File: src/rtl/ppu_pixel_packer_if.sv
// Pixel-stream input and framebuffer write bus of the PPU pixel packer.
// master drives pixels/PPU status and fb_ready; slave is the packer.
interface ppu_pixel_packer_if;
  logic [1:0]  px_in;
  logic        px_valid;
  logic [1:0]  ppu_mode;
  logic [7:0]  ly;
  logic [7:0]  bgp;
  logic        fb_wr_en;
  logic [12:0] fb_addr;
  logic [7:0]  fb_data;
  logic        fb_ready;
  logic        line_done;
  logic        frame_start;
  logic        overflow;

  modport master (
    output px_in, px_valid, ppu_mode, ly, bgp, fb_ready,
    input  fb_wr_en, fb_addr, fb_data, line_done, frame_start, overflow
  );

  modport slave (
    input  px_in, px_valid, ppu_mode, ly, bgp, fb_ready,
    output fb_wr_en, fb_addr, fb_data, line_done, frame_start, overflow
  );
endinterface

File: src/rtl/ppu_pixel_packer.sv
// Packs the 2-bit background pixel stream 4-per-byte into a write FIFO for the framebuffer.
// Define PXP_PALETTE_EN to map pixels through BGP; otherwise raw colour indices are packed.
module ppu_pixel_packer #(
  parameter int FIFO_DEPTH  = 4,
  parameter int LINE_PIXELS = 160,
  parameter int LINE_BYTES  = 40
) (
  input logic               clk,
  input logic               rst,
  ppu_pixel_packer_if.slave bus
);

  localparam int           AW         = $clog2(FIFO_DEPTH);
  localparam logic [AW:0]  DEPTH_C    = (AW+1)'(FIFO_DEPTH);
  localparam logic [7:0]   LINE_PX    = 8'(LINE_PIXELS);
  localparam logic [5:0]   LAST_GROUP = 6'(LINE_BYTES - 1);
  localparam logic [1:0]   MODE_VBL   = 2'd1;
  localparam logic [1:0]   MODE_DRAW  = 2'd3;

  typedef enum logic [1:0] {IDLE, ACTIVE, FLUSH, VBL} state_t;

  state_t          state, state_nxt;
  logic [7:0]      x;
  logic [1:0]      pack_cnt;
  logic [5:0]      pack_reg;
  logic            armed;
  logic            frame_start_q;
  logic            overflow_q;

  logic [12:0]     mem_addr [FIFO_DEPTH];
  logic [7:0]      mem_data [FIFO_DEPTH];
  logic [AW-1:0]   wr_ptr, rd_ptr;
  logic [AW:0]     count;

  logic [1:0]      shade;
  logic            take_px, visible, full, pop, push_req, push_ok, line_done_c;
  logic [12:0]     push_addr;
  logic [7:0]      full_byte, partial_byte, push_data;

  // NOTE: every signal written in an always_comb gets a default first, so no path can infer a latch.
  always_comb begin
    state_nxt = state;
    if (bus.ppu_mode == MODE_VBL) state_nxt = VBL;
    else begin
      case (state)
        IDLE:    if (bus.ppu_mode == MODE_DRAW && armed) state_nxt = ACTIVE;
        ACTIVE:  if (bus.ppu_mode != MODE_DRAW) state_nxt = FLUSH;
        FLUSH:   state_nxt = IDLE;
        default: state_nxt = IDLE;
      endcase
    end
  end

`ifdef PXP_PALETTE_EN
  always_comb begin
    shade = 2'd0;
    case (bus.px_in)
      2'd0: shade = bus.bgp[1:0];
      2'd1: shade = bus.bgp[3:2];
      2'd2: shade = bus.bgp[5:4];
      2'd3: shade = bus.bgp[7:6];
    endcase
  end
`else
  logic unused_bgp;
  assign unused_bgp = ^bus.bgp;
  assign shade      = bus.px_in;
`endif

  assign take_px   = (state == ACTIVE) && bus.px_valid && (x < LINE_PX);
  assign visible   = bus.ly < 8'd144;
  assign push_addr = {bus.ly, 5'b0} + {2'b0, bus.ly, 3'b0} + {7'b0, x[7:2]};
  assign full_byte = {pack_reg, shade};

  // Partial groups stay left-justified: earliest pixel always lands in [7:6].
  always_comb begin
    partial_byte = 8'h00;
    case (pack_cnt)
      2'd1:    partial_byte = {pack_reg[1:0], 6'b0};
      2'd2:    partial_byte = {pack_reg[3:0], 4'b0};
      2'd3:    partial_byte = {pack_reg[5:0], 2'b0};
      default: partial_byte = 8'h00;
    endcase
  end

  always_comb begin
    push_req    = 1'b0;
    push_data   = full_byte;
    line_done_c = 1'b0;
    if (take_px && pack_cnt == 2'd3 && visible) begin
      push_req    = 1'b1;
      line_done_c = (x[7:2] == LAST_GROUP);
    end else if (state == FLUSH && pack_cnt != 2'd0 && visible) begin
      push_req    = 1'b1;
      push_data   = partial_byte;
      line_done_c = 1'b1;
    end
  end

  assign full    = (count == DEPTH_C);
  assign pop     = bus.fb_wr_en && bus.fb_ready;
  assign push_ok = push_req && (!full || pop);

  // NOTE: sequential state uses non-blocking assignments so every register samples pre-edge values.
  always_ff @(posedge clk) begin
    if (!rst) begin
      state         <= IDLE;
      x             <= 8'd0;
      pack_cnt      <= 2'd0;
      pack_reg      <= 6'd0;
      armed         <= 1'b0;
      frame_start_q <= 1'b0;
      overflow_q    <= 1'b0;
      wr_ptr        <= '0;
      rd_ptr        <= '0;
      count         <= '0;
    end else begin
      state         <= state_nxt;
      armed         <= armed | (bus.ppu_mode != MODE_DRAW);
      frame_start_q <= (state_nxt == VBL) && (state != VBL);
      if (take_px) begin
        pack_reg <= full_byte[5:0];
        pack_cnt <= pack_cnt + 2'd1;
        x        <= x + 8'd1;
      end
      if (state == FLUSH || state == VBL) begin
        x        <= 8'd0;
        pack_cnt <= 2'd0;
      end
      if (push_ok) wr_ptr <= wr_ptr + AW'(1);
      if (pop)     rd_ptr <= rd_ptr + AW'(1);
      case ({push_ok, pop})
        2'b10:   count <= count + (AW+1)'(1);
        2'b01:   count <= count - (AW+1)'(1);
        default: count <= count;
      endcase
      if (push_req && full && !pop) overflow_q <= 1'b1;
    end
  end

  // NOTE: FIFO storage has no reset; count/pointers alone decide validity and outputs are gated when empty.
  always_ff @(posedge clk) begin
    if (push_ok) begin
      mem_addr[wr_ptr] <= push_addr;
      mem_data[wr_ptr] <= push_data;
    end
  end

  assign bus.fb_wr_en    = (count != '0);
  assign bus.fb_addr     = bus.fb_wr_en ? mem_addr[rd_ptr] : 13'd0;
  assign bus.fb_data     = bus.fb_wr_en ? mem_data[rd_ptr] : 8'd0;
  assign bus.line_done   = line_done_c;
  assign bus.frame_start = frame_start_q;
  assign bus.overflow    = overflow_q;

endmodule

File: src/flat_wrapper.sv
// flat-port wrapper written by rule: the top's interface ports become plain ports
module ppu_pixel_packer_flat 
#(
  parameter int FIFO_DEPTH  = 4,
  parameter int LINE_PIXELS = 160,
  parameter int LINE_BYTES  = 40
)
  (clk, rst, bus_px_in, bus_px_valid, bus_ppu_mode, bus_ly, bus_bgp, bus_fb_ready, bus_fb_wr_en, bus_fb_addr, bus_fb_data, bus_line_done, bus_frame_start, bus_overflow);
  ppu_pixel_packer_if bus_i ();
  input logic clk;
  input logic rst;
  input wire logic [$bits(bus_i.px_in)-1:0] bus_px_in;
  input wire logic [$bits(bus_i.px_valid)-1:0] bus_px_valid;
  input wire logic [$bits(bus_i.ppu_mode)-1:0] bus_ppu_mode;
  input wire logic [$bits(bus_i.ly)-1:0] bus_ly;
  input wire logic [$bits(bus_i.bgp)-1:0] bus_bgp;
  input wire logic [$bits(bus_i.fb_ready)-1:0] bus_fb_ready;
  output wire logic [$bits(bus_i.fb_wr_en)-1:0] bus_fb_wr_en;
  output wire logic [$bits(bus_i.fb_addr)-1:0] bus_fb_addr;
  output wire logic [$bits(bus_i.fb_data)-1:0] bus_fb_data;
  output wire logic [$bits(bus_i.line_done)-1:0] bus_line_done;
  output wire logic [$bits(bus_i.frame_start)-1:0] bus_frame_start;
  output wire logic [$bits(bus_i.overflow)-1:0] bus_overflow;
  assign bus_i.px_in = bus_px_in;
  assign bus_i.px_valid = bus_px_valid;
  assign bus_i.ppu_mode = bus_ppu_mode;
  assign bus_i.ly = bus_ly;
  assign bus_i.bgp = bus_bgp;
  assign bus_i.fb_ready = bus_fb_ready;
  assign bus_fb_wr_en = bus_i.fb_wr_en;
  assign bus_fb_addr = bus_i.fb_addr;
  assign bus_fb_data = bus_i.fb_data;
  assign bus_line_done = bus_i.line_done;
  assign bus_frame_start = bus_i.frame_start;
  assign bus_overflow = bus_i.overflow;
  ppu_pixel_packer #(.FIFO_DEPTH(FIFO_DEPTH), .LINE_PIXELS(LINE_PIXELS), .LINE_BYTES(LINE_BYTES)) u_core (.clk(clk), .rst(rst), .bus(bus_i));
endmodule
File: config.mk
export PLATFORM = sky130hd
export DESIGN_NAME = ppu_pixel_packer_flat
export DESIGN_NICKNAME = d
export VERILOG_FILES = /design/src/rtl/ppu_pixel_packer_if.sv /design/src/rtl/ppu_pixel_packer.sv /design/src/flat_wrapper.sv
export SDC_FILE = /design/constraint.sdc
export NUM_CORES = 1
export LEC_CHECK = 0
export ABC_AREA = 1
export CAP_MARGIN = 20
export CORE_MARGIN = 2
export CORE_UTILIZATION = 40
export DETAILED_ROUTE_END_ITERATION = 7
export GPL_ROUTABILITY_DRIVEN = 0
export PLACE_DENSITY = 0.58
export SETUP_SLACK_MARGIN = 0.2
export SLEW_MARGIN = 20
export SYNTH_ARGS = -nofsm -noshare
export SYNTH_HDL_FRONTEND = slang
export SYNTH_SLANG_ARGS = --single-unit
File: constraint.sdc
create_clock -name clk -period 3.15 [get_ports clk]
set_input_delay 0.63 -clock clk [delete_from_list [all_inputs] [get_ports clk]]
set_output_delay 0.63 -clock clk [all_outputs]
set_load 0.01 [all_outputs]
# --- Yosys cells after proc, flatten, opt, wreduce, memory -nomap -nowiden ---
# Memory sizes are Yosys's and may differ from the RTL's. A register that Yosys moved wholly into a read port is not among the register bits.
# Cells that the tools add are included.
totals:
  register_bits: 28
  mem_bits_rw: 84
  in_bits: 24
  output_inout_bits: 25
  wordCells: 79
  memories: 2
op_classes:
  n_addsub: 8
  order_cmp: 2
  n_eq_ne: 15
  n_mux: 19
  bitwise: 2
  n_reduce_logical: 21
memory_table:
  columns: ["memory", "depth", "word_bits", "rd", "rd_clocked_by_memory_dff", "wr", "line_no", "text"]
  rows:
  - ["u_core.mem_addr", 4, 13, 1, 1, 1, "ppu_pixel_packer.sv:30", "logic [12:0] mem_addr [FIFO_DEPTH];"]
  - ["u_core.mem_data", 4, 8, 1, 1, 1, "ppu_pixel_packer.sv:31", "logic [7:0] mem_data [FIFO_DEPTH];"]
op_table:
  columns: ["operator", "n"]
  rows:
  - ["two-way mux 8 bit", 3]
  - ["case mux 8 bit (3 select lines)", 1]
  - ["less-than comparator 8 bit (second input constant)", 2]
  - ["== test 2 bit (second input constant)", 7]
  - ["two-way mux 2 bit", 7]
  - ["adder 13 x 11 -> 13 bit", 1]
  - ["adder 13 x 6 -> 13 bit", 1]
  - ["two-way mux 13 bit", 1]
  - ["logical AND 1 bit", 12]
  - ["adder 8 x 1 -> 8 bit (second input constant)", 1]
  - ["== test 2 x 1 -> 1 bit (second input constant)", 4]
  - ["adder 2 x 1 -> 2 bit (second input constant)", 3]
  - ["== test 6 bit (second input constant)", 1]
  - ["case mux 3 bit (2 select lines)", 1]
  - ["two-way mux 1 bit", 5]
  - ["!= test 2 bit (second input constant)", 2]
  - ["case mux 2 bit (2 select lines)", 1]
  - ["nonzero test 2 bit", 2]
  - ["adder 3 x 1 -> 3 bit (second input constant)", 1]
  - ["== test 3 bit (second input constant)", 1]
  - ["nonzero test 3 bit", 1]
  - ["subtractor 3 x 1 -> 3 bit (second input constant)", 1]
  - ["zero test 1 bit", 2]
  - ["zero test 2 bit", 1]
  - ["other kinds (4)", 5]

# --- Logic depth before layout (Yosys ltp) ---
depth:
  ltp_word: 9
  mapped_depth: 13
  depth_no_buf: 13

# --- Worst setup path after synthesis ---
# OpenSTA, ideal clock, no wires.
synth_path:
  path_kind: "in2reg"
  from: "input port bus_ly[6]"
  to: "memory u_core.mem_addr[0][0], enable pin"
  setup_time_ps: 399
  arrival_time_ps: 2199
  required_ps: 2751
  path_slack_ps: 553
  stages: 7
  n_path_buf: 0
  path_cell_list: "nor2_1 nand2_1 nand2_1 nand2_1 nand2_4 nand2_4 nor2_1"
synth_via:
  elab_chain_cells: 7
  elab_cells_between_ends: 8
  classes_between: "1 x order compare; 4 x mux; 3 x reduce/logical"
synth_lines:
  columns: ["item", "line_no", "text"]
  rows:
  - ["start: declaration", "flat_wrapper.sv:15", "input wire logic [$bits(bus_i.ly)-1:0] bus_ly;"]
  - ["less-than comparator 8 bit (*)", "ppu_pixel_packer.sv:71", "assign visible = bus.ly < 8'd144;"]
  - ["logical AND 1 bit", "ppu_pixel_packer.sv:93", "end else if (state == FLUSH && pack_cnt != 2'd0 && visible) begin"]
  - ["two-way mux 1 bit", "ppu_pixel_packer.sv:93", null]
  - ["two-way mux 1 bit (*)", "ppu_pixel_packer.sv:90", "if (take_px && pack_cnt == 2'd3 && visible) begin"]
  - ["logical AND 1 bit (*)", "ppu_pixel_packer.sv:102", "assign push_ok = push_req && (!full || pop);"]
  - ["two-way mux 1 bit (*)", "ppu_pixel_packer.sv:143", "if (push_ok) begin"]
  - ["two-way mux 1 bit (not written as such) (*)", "ppu_pixel_packer.sv:144", "mem_addr[wr_ptr] <= push_addr;"]
  - ["end: declaration", "ppu_pixel_packer.sv:30", null]
# Every way passes the cells marked *; elsewhere a longest branch is shown, timed or not.

==> results.ini <==
[status]
status=finished, final reports clean

[pwr]
peakVddDrop_v=0.000647
leakage_uw=0.00243
p_per_area_nw_per_um2=758

[floorplanning]
dieWidth_um=118
die_y_um=118
rows=41
core_area_um2=12600
start_util=0.409
die-area_um2=13800
pin_count=49

[grt]
grt_pass1_vias=3599
grt.met1_usage=0.204
grt_busiest_layer=met2
grt_first_pass_wirelength_mm=17.6
met2_usage=0.271
antenna_found_initial=0
grt_use_total=0.163
grt_max_degree=35
overflow=0
grt.met3_usage=0.0465

[logic_synthesis]
yosysMostFrequentCell=nor2_1
syn_inst=507
netlist_top_cells_count=nor2_1, edfxtp_1, o21ai_0, inv_1, a21oi_1
synthDistinctLibCells=32
yosys.area.top_type=edfxtp_1
ys_async_sr_fraction=0
synthFlopType=edfxtp_1
synth_warnings=0
syn_area_per_cell_um2=10.2
syn_nets=558
yosys_register_bits=114
netlist_top_cells_area=edfxtp_1, dfxtp_1, nor2_1
netlist_area_um2=5160
ys_seq_area_frac=0.605
synth_top_area_share=0.489
synth_edf_count=84

[cells_and_area]
design_area_um2=6450
register_area_um2=3120
syn2layout_area_growth_pct=25.0
diodes=0
largest_reg_flops=52
nets=611
drive_above_1_share=0.0909
multi_input_area_um2=1770
fillCellCount=1162
top_regs=u_core.mem_addr: 52 flops, u_core.mem_data: 32 flops, u_core.x: 8 flops
regMostFlops=u_core.mem_addr

[clock_network]
clk-insertion-delay-late_ns=0.40
hold_buffers=0
post_cts_buffers=0
clkSinkCount=114
clockBufferDepth=2
cts_root_buffer=clkbuf_16
cts_tree=done
cts_buffers=17
clk_pin_slew_ns=0.05
htreeDepth=4

[timing]
finalSetupTns_ns=0
tightest_slew_ns=0.849
finalCritPeriodShare=0.890
period_needed_ns=2.80
fin_skew_ns=0.00714
fmax_ghz=0.357
hold_viol=0
drv_slew=0
grt_setup_unrepaired=true
maxSlewHeadroom=0.433
setup_viol=0
setup_ws_ns=0.346

[worst_setup_path]
worstPathMaxFanout=21
endpoint=bus_fb_data[6]
timing.rr.start=u_core.x[7]
r2r_setup_slack_ns=0.84
cp.required_ns=2.52
arrival_ns=2.17
ff2ff_path_depth=9
critPathKind=reg2out
worstSetupStartpointType=flop
r2r-end=u_core.mem_addr[2][11]
cp-end-kind=primary output

[route]
post-route-drc-count=0
antenna_left=0
wl_per_cell_um=14.1
vias=3673
dr.pass1.iters=4
drtIter0Drc=196
drt_wl_total_mm=10.5
viasPerCell=4.94

[placed_design]
dp_slack_ns=0.0128
place_area_um2=5850
post-dp-hpwl_mm=6.70
io_buffers=40

[job]
cap_viol_max_count=0

[min_path]
hold_class=reg2reg
hold_depth=1

==> cells by family (layout without fill, tap and decap cells) <==
kind of cell | count (synthesis) | count (layout) | share of synthesized area
buffers and inverters | 72 | 137 | 0.0528
adder cells (fa/ha/maj) | 27 | 27 | 0.0698
AO/OA/AOI/OAI | 120 | 120 | 0.122
flip-flops | 114 | 114 | 0.605
XOR/XNOR | 6 | 6 | 0.0102
AND/OR/NAND/NOR | 168 | 168 | 0.140
==> worst max-delay path, cell delays in order, from the launching register on <==
cell and delay [ns]:
dfxtp_1 0.30, inv_1 0.62, nor2_1 0.13, o21ai_0 0.12, a21oi_1 0.10, clkdlybuf4s50_1 0.51
==> per-layer routing <==
metal	share of wire	wire, um
met1	0.45	4730
met2	0.49	5160
met5	0	0
met3	0.045	469
met4	0.014	149
==> worst min-delay path by stage <==
stage,from,end,slack (ns)
after floorplan,u_core.state[1],u_core.bus.frame_start,0.43
after global placement,u_core.rd_ptr[1],u_core.rd_ptr[1],0.45
after detailed placement,u_core.state[1],u_core.bus.frame_start,0.44
after CTS,u_core.state[1],u_core.bus.frame_start,0.46
after global routing,u_core.state[1],u_core.bus.frame_start,0.49
final,u_core.state[1],u_core.bus.frame_start,0.46
==> through the flow <==
step	total power, uW	hold slack (ns)	utilization	cells
floorplan	2430	0.429	-	507
global placement	3020	0.448	0.463	713
detailed placement	3030	0.444	0.463	713
CTS	4950	0.457	0.511	744
global route	5140	0.489	0.511	744
finish	4890	0.456	0.511	744
==> report_power, final <==
group | internal (uW) | leakage (uW) | total (uW) | switching (uW)
clock network | 1300 | 0.000292 | 1910 | 609
logic | 549 | 0.00114 | 1280 | 733
registers | 1670 | 0.000996 | 1700 | 23.9
total | 3530 | 0.00243 | 4890 | 1370
==> cells in the final DEF, fill, tap and decap left out, types with 3 or more instances in the layout <==
cell               n
inv_1             53
clkdlybuf4s50_1   39
dfxtp_1           30
bufinv_16          4
clkinv_2           4
nand2_4            3
edfxtp_1          84
nand4_1            6
buf_4              7
xnor2_1            4
ha_1              24
nor2_2             3
nand2_1           25
nand3_1           10
buf_12             4
clkinv_1           3
nor2_1           112
clkbuf_16         17
o21ai_0           62
fa_1               3
a21oi_1           47
==> timing repair <==
item                                    in CTS  in global routing
gates resized for setup                      0                  2
endpoints found under the hold margin        0                  0
endpoints found under the setup margin       0                  6
==> area by class of cell <==
class / count / share of cell area
Clock buffer: 18 / 0.0665
Sequential cell: 114 / 0.484
Multi-Input combinational cell: 321 / 0.275
Clock inverter: 13 / 0.0260
Timing Repair Buffer: 51 / 0.0830
Inverter: 55 / 0.0320
Tap cell: 172 / 0.0334
No activity file was read; power rests on OpenSTA's default activity.
